### src/rtl/sha_rd_arbiter.sv
// Round-robin AR arbiter sharing one AXI4 read channel among NUM_REQ SHA engines.
// The requester index is tagged into ARID and R beats are steered back by RID.
module sha_rd_arbiter #(
  parameter int NUM_REQ  = 4,
  parameter int IDX_W    = 2,
  parameter int IN_ID_W  = 4,
  parameter int OUT_ID_W = 16,
  parameter int ADDR_W   = 64,
  parameter int DATA_W   = 512,
  parameter int MAX_OUT  = 8
) (
  input  logic                        clk,
  input  logic                        rst,
  input  logic [NUM_REQ-1:0]          arvalid_s,
  output logic [NUM_REQ-1:0]          arready_s,
  input  logic [NUM_REQ*ADDR_W-1:0]   araddr_s,
  input  logic [NUM_REQ*IN_ID_W-1:0]  arid_s,
  input  logic [NUM_REQ*8-1:0]        arlen_s,
  input  logic [NUM_REQ*3-1:0]        arsize_s,
  output logic [NUM_REQ-1:0]          rvalid_s,
  input  logic [NUM_REQ-1:0]          rready_s,
  output logic [DATA_W-1:0]           rdata_s,
  output logic [IN_ID_W-1:0]          rid_s,
  output logic [1:0]                  rresp_s,
  output logic                        rlast_s,
  output logic                        arvalid_m,
  input  logic                        arready_m,
  output logic [ADDR_W-1:0]           araddr_m,
  output logic [OUT_ID_W-1:0]         arid_m,
  output logic [7:0]                  arlen_m,
  output logic [2:0]                  arsize_m,
  input  logic                        rvalid_m,
  output logic                        rready_m,
  input  logic [DATA_W-1:0]           rdata_m,
  input  logic [OUT_ID_W-1:0]         rid_m,
  input  logic [1:0]                  rresp_m,
  input  logic                        rlast_m,
  output logic                        err_rid
);

  localparam int CNT_W = $clog2(MAX_OUT + 1);

  logic                r_hold_v;
  logic [IDX_W-1:0]    r_ptr;
  logic [CNT_W-1:0]    r_cnt [NUM_REQ];
  logic                r_err;

  logic                w_load;
  logic                w_any;
  logic [IDX_W-1:0]    w_win;
  logic [NUM_REQ-1:0]  w_elig;
  logic [NUM_REQ-1:0]  w_inc;
  logic [NUM_REQ-1:0]  w_dec;
  logic [ADDR_W-1:0]   w_sel_addr;
  logic [IN_ID_W-1:0]  w_sel_id;
  logic [7:0]          w_sel_len;
  logic [2:0]          w_sel_size;
  logic [IDX_W-1:0]    w_ridx;
  logic                w_rbad;
  int                  w_j;

  assign w_load    = !r_hold_v || arready_m;
  assign arvalid_m = r_hold_v;
  assign err_rid   = r_err;

  always_comb begin
    for (int i = 0; i < NUM_REQ; i++)
      w_elig[i] = arvalid_s[i] && (r_cnt[i] != CNT_W'(MAX_OUT));
  end

  // Scan from the pointer with wrap-around; first eligible requester wins.
  always_comb begin
    w_any = 1'b0;
    w_win = '0;
    w_j   = 0;
    for (int k = 0; k < NUM_REQ; k++) begin
      w_j = int'(r_ptr) + k;
      if (w_j >= NUM_REQ) w_j = w_j - NUM_REQ;
      if (!w_any && w_elig[w_j]) begin
        w_any = 1'b1;
        w_win = IDX_W'(w_j);
      end
    end
  end

  always_comb begin
    arready_s  = '0;
    w_sel_addr = '0;
    w_sel_id   = '0;
    w_sel_len  = '0;
    w_sel_size = '0;
    for (int i = 0; i < NUM_REQ; i++) begin
      arready_s[i] = w_load && w_any && (w_win == IDX_W'(i));
      if (w_win == IDX_W'(i)) begin
        w_sel_addr = araddr_s[i*ADDR_W +: ADDR_W];
        w_sel_id   = arid_s[i*IN_ID_W +: IN_ID_W];
        w_sel_len  = arlen_s[i*8 +: 8];
        w_sel_size = arsize_s[i*3 +: 3];
      end
    end
  end

  // AR holding register stage
  always_ff @(posedge clk or posedge rst) begin
    if (rst) begin
      r_hold_v <= 1'b0;
      r_ptr    <= '0;
      araddr_m <= '0;
      arid_m   <= '0;
      arlen_m  <= '0;
      arsize_m <= '0;
    end else if (w_load) begin
      r_hold_v <= w_any;
      if (w_any) begin
        araddr_m <= w_sel_addr;
        arid_m   <= OUT_ID_W'({w_win, w_sel_id});
        arlen_m  <= w_sel_len;
        arsize_m <= w_sel_size;
        r_ptr    <= (w_win == IDX_W'(NUM_REQ - 1)) ? '0 : w_win + 1'b1;
      end
    end
  end

  // R path: pure combinational steering by the RID index field
  assign w_ridx  = rid_m[IN_ID_W +: IDX_W];
  assign w_rbad  = ({1'b0, w_ridx} > (IDX_W + 1)'(NUM_REQ - 1));
  assign rdata_s = rdata_m;
  assign rresp_s = rresp_m;
  assign rlast_s = rlast_m;
  assign rid_s   = rid_m[IN_ID_W-1:0];

  always_comb begin
    rready_m = w_rbad;
    for (int i = 0; i < NUM_REQ; i++) begin
      rvalid_s[i] = rvalid_m && (w_ridx == IDX_W'(i));
      if (w_ridx == IDX_W'(i)) rready_m = rready_s[i];
    end
  end

  generate
    if (OUT_ID_W > IN_ID_W + IDX_W) begin : g_rid_pad
      logic w_unused_rid;
      assign w_unused_rid = ^rid_m[OUT_ID_W-1:IN_ID_W+IDX_W];
    end
  endgenerate

  // Decrement is gated on a nonzero count so beats for pre-reset bursts cannot underflow.
  always_comb begin
    for (int i = 0; i < NUM_REQ; i++) begin
      w_inc[i] = arvalid_s[i] && arready_s[i];
      w_dec[i] = rvalid_m && rready_m && rlast_m && !w_rbad &&
                 (w_ridx == IDX_W'(i)) && (r_cnt[i] != '0);
    end
  end

  always_ff @(posedge clk or posedge rst) begin
    if (rst) begin
      for (int i = 0; i < NUM_REQ; i++) r_cnt[i] <= '0;
      r_err <= 1'b0;
    end else begin
      for (int i = 0; i < NUM_REQ; i++) begin
        if (w_inc[i] && !w_dec[i])      r_cnt[i] <= r_cnt[i] + 1'b1;
        else if (w_dec[i] && !w_inc[i]) r_cnt[i] <= r_cnt[i] - 1'b1;
      end
      if (rvalid_m && w_rbad) r_err <= 1'b1;
    end
  end

endmodule

### config.mk
export PLATFORM = sky130hd
export DESIGN_NAME = sha_rd_arbiter
export DESIGN_NICKNAME = d
export VERILOG_FILES = /design/src/rtl/sha_rd_arbiter.sv
export SDC_FILE = /design/constraint.sdc
export NUM_CORES = 1
export LEC_CHECK = 0
export CORE_AREA = 8 8 577 579
export CTS_BUF_LIST = sky130_fd_sc_hd__clkbuf_8
export CTS_CLUSTER_DIAMETER = 80
export DETAILED_ROUTE_END_ITERATION = 16
export DIE_AREA = 0 0 585 587
export HOLD_SLACK_MARGIN = 0.03
export PLACE_DENSITY_LB_ADDON = 0.2
export REMOVE_ABC_BUFFERS = 1
export SETUP_SLACK_MARGIN = 0.5
export SLEW_MARGIN = 20
export SYNTH_ARGS = -nofsm -noshare
export SYNTH_HDL_FRONTEND = slang
export SYNTH_SLANG_ARGS = --single-unit
### constraint.sdc
create_clock -name clk -period 4.3 [get_ports clk]
set_input_delay 1.075 -clock clk [delete_from_list [all_inputs] [get_ports clk]]
set_output_delay 1.075 -clock clk [all_outputs]
set_load 0.1 [all_outputs]
* Word level (Yosys, flattened, before mapping)
Cells that the tools add are included.
** Word-level totals
- Logic and storage cells :: 159
- Output and inout bits :: 621
- Bits of input ports :: 859
- Bits in registers :: 100
** Cells by class
- $lt $le $gt $ge :: 8
- Equality and inequality tests :: 10
- Reductions and logical operators :: 62
- Mux-type cells :: 53
- $add $sub $neg :: 16
** Operator list (number)
- $mux W64 :: 4
- $lt A32 B4 Y1 const B :: 4
- $mux W32 :: 4
- $mux W4 :: 12
- $logic_and A1 B1 Y1 :: 38
- $mux W8 :: 4
- $add A4 B1 Y4 const B :: 4
- $mux W1 :: 16
- $ne A4 B4 Y1 const B :: 4
- $reduce_bool A4 Y1 :: 4
- $sub A4 B1 Y4 const B :: 4
- $logic_not A1 Y1 :: 12
- $mux W3 :: 4
- $sub A3 B3 Y4 const B :: 3
- $mux W2 :: 5
- $ge A3 B3 Y1 const B :: 3
- $bmux W1 S2 :: 4
- $eq A2 B2 Y1 const B :: 4
- $reduce_bool A2 Y1 :: 4
- $add A2 B2 Y3 const B :: 2
- $eq A2 B1 Y1 const B :: 2
- $logic_not A2 Y1 :: 2
- $sub A2 B3 Y4 const B :: 1
- $add A2 B1 Y3 const B :: 1
- other kinds (4) :: 4

* Depth between registers and ports, before layout
- Word-level depth :: 22
- Depth in mapped cells :: 18
- Depth with buffers taken out :: 15

* Least setup slack after synthesis
No wires, ideal clock.
- Path kind :: input -> output
- From :: input rid_m[5]
- To :: output rvalid_s[0]
- Setup slack :: -261 ps
- Arrival time :: 3486 ps
- Buffers on the path :: 1
- Required time :: 3225 ps
- Cell stages on the path :: 2
- Path through :: clkbuf_1 nor3b_1
** Between the ends
- Word-level cells in the longest chain between the ends :: 2
** RTL lines
- start, declared :: line 35 : input logic [OUT_ID_W-1:0] rid_m,
- $logic_not A2 Y1 :: line 135 : rvalid_s[i] = rvalid_m && (w_ridx == IDX_W'(i));
- $logic_and A1 B1 Y1 :: line 135
- end, declared :: line 20 : output logic [NUM_REQ-1:0] rvalid_s,
No other way between the ends.

* Worst setup path after layout
- From :: register r_cnt[12] in the netlist's numbering
- To :: output arready_s[0]
** Between the ends
- Word-level cells in the longest chain between the ends :: 17
- Elaborated cells on any way between the ends :: 31
- Classes of those cells :: eq/ne: 1; mux: 20; reduce/logical: 10
** RTL lines
- start, declared :: line 45 : logic [CNT_W-1:0] r_cnt [NUM_REQ];
- start signal, assigned by index :: line 162 : if (w_inc[i] && !w_dec[i]) r_cnt[i] <= r_cnt[i] + 1'b1;
- start signal, assigned by index :: line 163 : else if (w_dec[i] && !w_inc[i]) r_cnt[i] <= r_cnt[i] - 1'b1;
- $ne A4 B4 Y1 * :: line 68 : w_elig[i] = arvalid_s[i] && (r_cnt[i] != CNT_W'(MAX_OUT));
- $logic_and A1 B1 Y1 * :: line 68
- $bmux W1 S2 :: line 79 : if (!w_any && w_elig[w_j]) begin
- $mux W1 (implied by the code) (2 in a row) :: line 79
- $mux W1 :: line 79
- $logic_not A1 Y1 :: line 79
- $logic_and A1 B1 Y1 :: line 79
- $mux W1 :: line 79
- $logic_not A1 Y1 :: line 79
- $logic_and A1 B1 Y1 :: line 79
- $mux W1 :: line 79
- $logic_not A1 Y1 :: line 79
- $logic_and A1 B1 Y1 :: line 79
- $mux W2 or $mux W1 (tied branches) :: line 79
- $logic_not A2 Y1 or $logic_and A1 B1 Y1 (tied branches) :: line 93 : arready_s[i] = w_load && w_any && (w_win == IDX_W'(i));
- $logic_and A1 B1 Y1 * :: line 93
- end, declared :: line 15 : output logic [NUM_REQ-1:0] arready_s,
Mark *: on every way between the ends. The rest lies on a longest branch, timed or not. The select of a mux whose other input is x is not followed.

==> run metrics <==
Yosys top cell area share=37.9%; cell with the most instances after synthesis=buf_4; Cells after Synth=1,307; row cnt=209; startpoint types=flip-flop; pwr dens=714 nW/um2; post-synthesis mux area share=0.879%; max_slew headroom=24.5%; Hold-fix buffers, CTS=0; pin count of the biggest net entering global routing=80; DR DRC count=0; Clock transition at path regs=180 ps; initial DRC count=717; main combinational cell family by area after synthesis=buffers and inverters; maximum vdd drop=0.000318 V; Pins Over Slew Limit=0; Max Clk Rate=253 MHz; Boundary Pins=1,480; htree depth=3; hpwl dp=394 mm; crit path max fanout=3; Layout Nets=2,096; GP Congestion=1.33; syn avg cell area=8.06 um2; Post-Synth Simple-Gate Area=13.9%; grt total ovfl=0; Final Cycle Share=92.0%; Max clock buf depth=2; Cell variety after synth=48; largest area contributor in the netlist=buf_4; core area=323,000 um2; vias in the first global route=9,501; DR vias/cell=1.88; final hold viol count=0; Post-Syn Area=10,500 um2; die extent in y=587 um; Die Area=343,000 um2; #FFs+latches synth=100; Die X=585 um; Initial Util=3.26%; Routed WL=406 mm; Slew @ Worst Pin=1130 ps; clock latency on the worst-skew pair=550 ps; Worst EP arrival=2880 ps; vias post-DR=10,433; Final Setup Violations=0; CP required=3220 ps; fin crit period=3960 ps; Async SR Flop Fraction=100%; I/O Buffers=422; Compound-Gate Fraction of Synth Area=15.8%; Final TNS setup=0 ps; crit end category=output pin; first-pass GRT wire length=429 mm; fraction of layout cells with a size suffix above 1=11.2%; Leak Pwr=4.67 nW; gr usage total=22.7%; CTS Sinks=100; yosys warns=0; total design power=12.1 mW; Antenna Violating Nets Remaining=0; number of synthesized flops with an enable pin=0; unrepaired setup endpoints after global routing=yes; initial antenna violation count=12; Clock Skew=51.8 ps; top cells by count, synth=buf_4, a21oi_1, dfrtp_1; ranking of synthesized cells by area=buf_4, dfrtp_1, a21oi_1; wire per inst=73.1 um; Synth Area in Adders=2.66%; total CTS buffers=9; first-pass iteration count of the detailed router=5; kind of critical path=reg2out; run status=finished clean; CTS tree=yes; Top FF cell, synth=dfrtp_1; maxcap violations=0; sequential-to-total area share from yosys stat=23.8%; Worst Hold Class=reg2reg; clk root buf=clkbuf_8; Synth Area in XOR/XNOR=1.33%; Layout area overhead=61.1%
-- power by group --
group / internal, mW / switching, mW / total (mW)
Combinational: 2.98 / 6.50 / 9.48
Clock: 0.279 / 0.573 / 0.852
Sequential: 1.43 / 0.343 / 1.77
Total: 4.69 / 7.42 / 12.1
-- path summary, 6_finish.rpt --
kind,start,endpoint,slack [ps],cells after the start
worst max-delay path,r_cnt[12]$_DFFE_PP0P_,arready_s[0],340,10
worst min-delay path,r_cnt[15]$_DFFE_PP0P_,r_cnt[15]$_DFFE_PP0P_,500,1
worst max register to register,r_cnt[12]$_DFFE_PP0P_,araddr_m[61]$_DFFE_PP0N_,670,16
worst min register to register,r_cnt[15]$_DFFE_PP0P_,r_cnt[15]$_DFFE_PP0P_,500,1
max in group asynchronous,rst,araddr_m[53]$_DFFE_PP0N_,2460,3
min in group asynchronous,rst,r_cnt[8]$_DFFE_PP0P_,1140,2
-- final cells by class --
| class | count | area, um2 |
|---|---|---|
| Timing Repair Buffer | 493 | 4950 |
| Clock inverter | 7 | 81.3 |
| Sequential cell | 100 | 2510 |
| Antenna cell | 3 | 7.51 |
| Multi-Input combinational cell | 603 | 3850 |
| Tap cell | 4325 | 5410 |
| Clock buffer | 9 | 124 |
| Inverter | 10 | 42.5 |
| Fill cell | 38305 | 306000 |
-- metal layers --
metal	share of wire (%)	routed length (um)	GRT usage, %
met3	34	140000	37.3
met5	1.1	4380	9.01
met4	5.9	24000	10.8
met1	5.8	23500	3.50
met2	53	214000	42.8
-- kinds of logic after synthesis --
family | count (synthesis)
AOI/OAI and AO/OA | 263
adders and majority gates | 20
other | 1
buffers and inverters | 614
DFF | 100
xor gates and xnor gates | 16
muxes | 7
and+or+nand+nor | 286
-- repair_timing --
item / CTS / global route
endpoints found under the setup margin: 15 / 8
buffers inserted: 9 / 3
pin swaps: 7 / 4
resized for setup: 29 / 4
-- worst max-delay path: stages, from the launching register on --
cell and delay (ps):
dfrtp_2 440, or4b_4 560, nand3b_1 150, o21ai_2 70, o21ai_2 180, buf_4 150
nand3_1 100, ha_2 230, buf_4 140, and2_1 150, buf_12 170
-- sequential cells by signal, indices dropped and copies added, names as in the netlist --
register   cells
araddr_m      64
r_cnt         16
arlen_m        8
arid_m         6
arsize_m       3
r_ptr          2
arvalid_m      1
-- layout by cell type, fill, tap and decap left out, drive strengths merged, types with 7 or more instances in the layout --
master / count
a21oi: 163
a221oi: 78
and3: 7
buf: 86
clkbuf: 9
clkdlybuf4s50: 403
conb: 11
dfrtp: 100
ha: 16
inv: 14
nand2: 10
nor2: 86
nor2b: 81
nor3: 80
o21ai: 7
xnor2: 13
-- stage by stage --
step / hold WS, ps / worst slack [ps] / util, % / cell area [um2] / cells
2_1_floorplan: 455 / -5800 / - / 6230 / 713
3_3_place_gp: 477 / -473 / 5.13 / 16600 / 5519
3_5_place_dp: 478 / -466 / 5.13 / 16600 / 5519
4_1_cts: 505 / 201 / 5.23 / 16900 / 5544
5_1_grt: 522 / 159 / 5.25 / 17000 / 5549
6_report: 501 / 342 / 5.25 / 17000 / 5550
(Power assumes the default switching activity.)
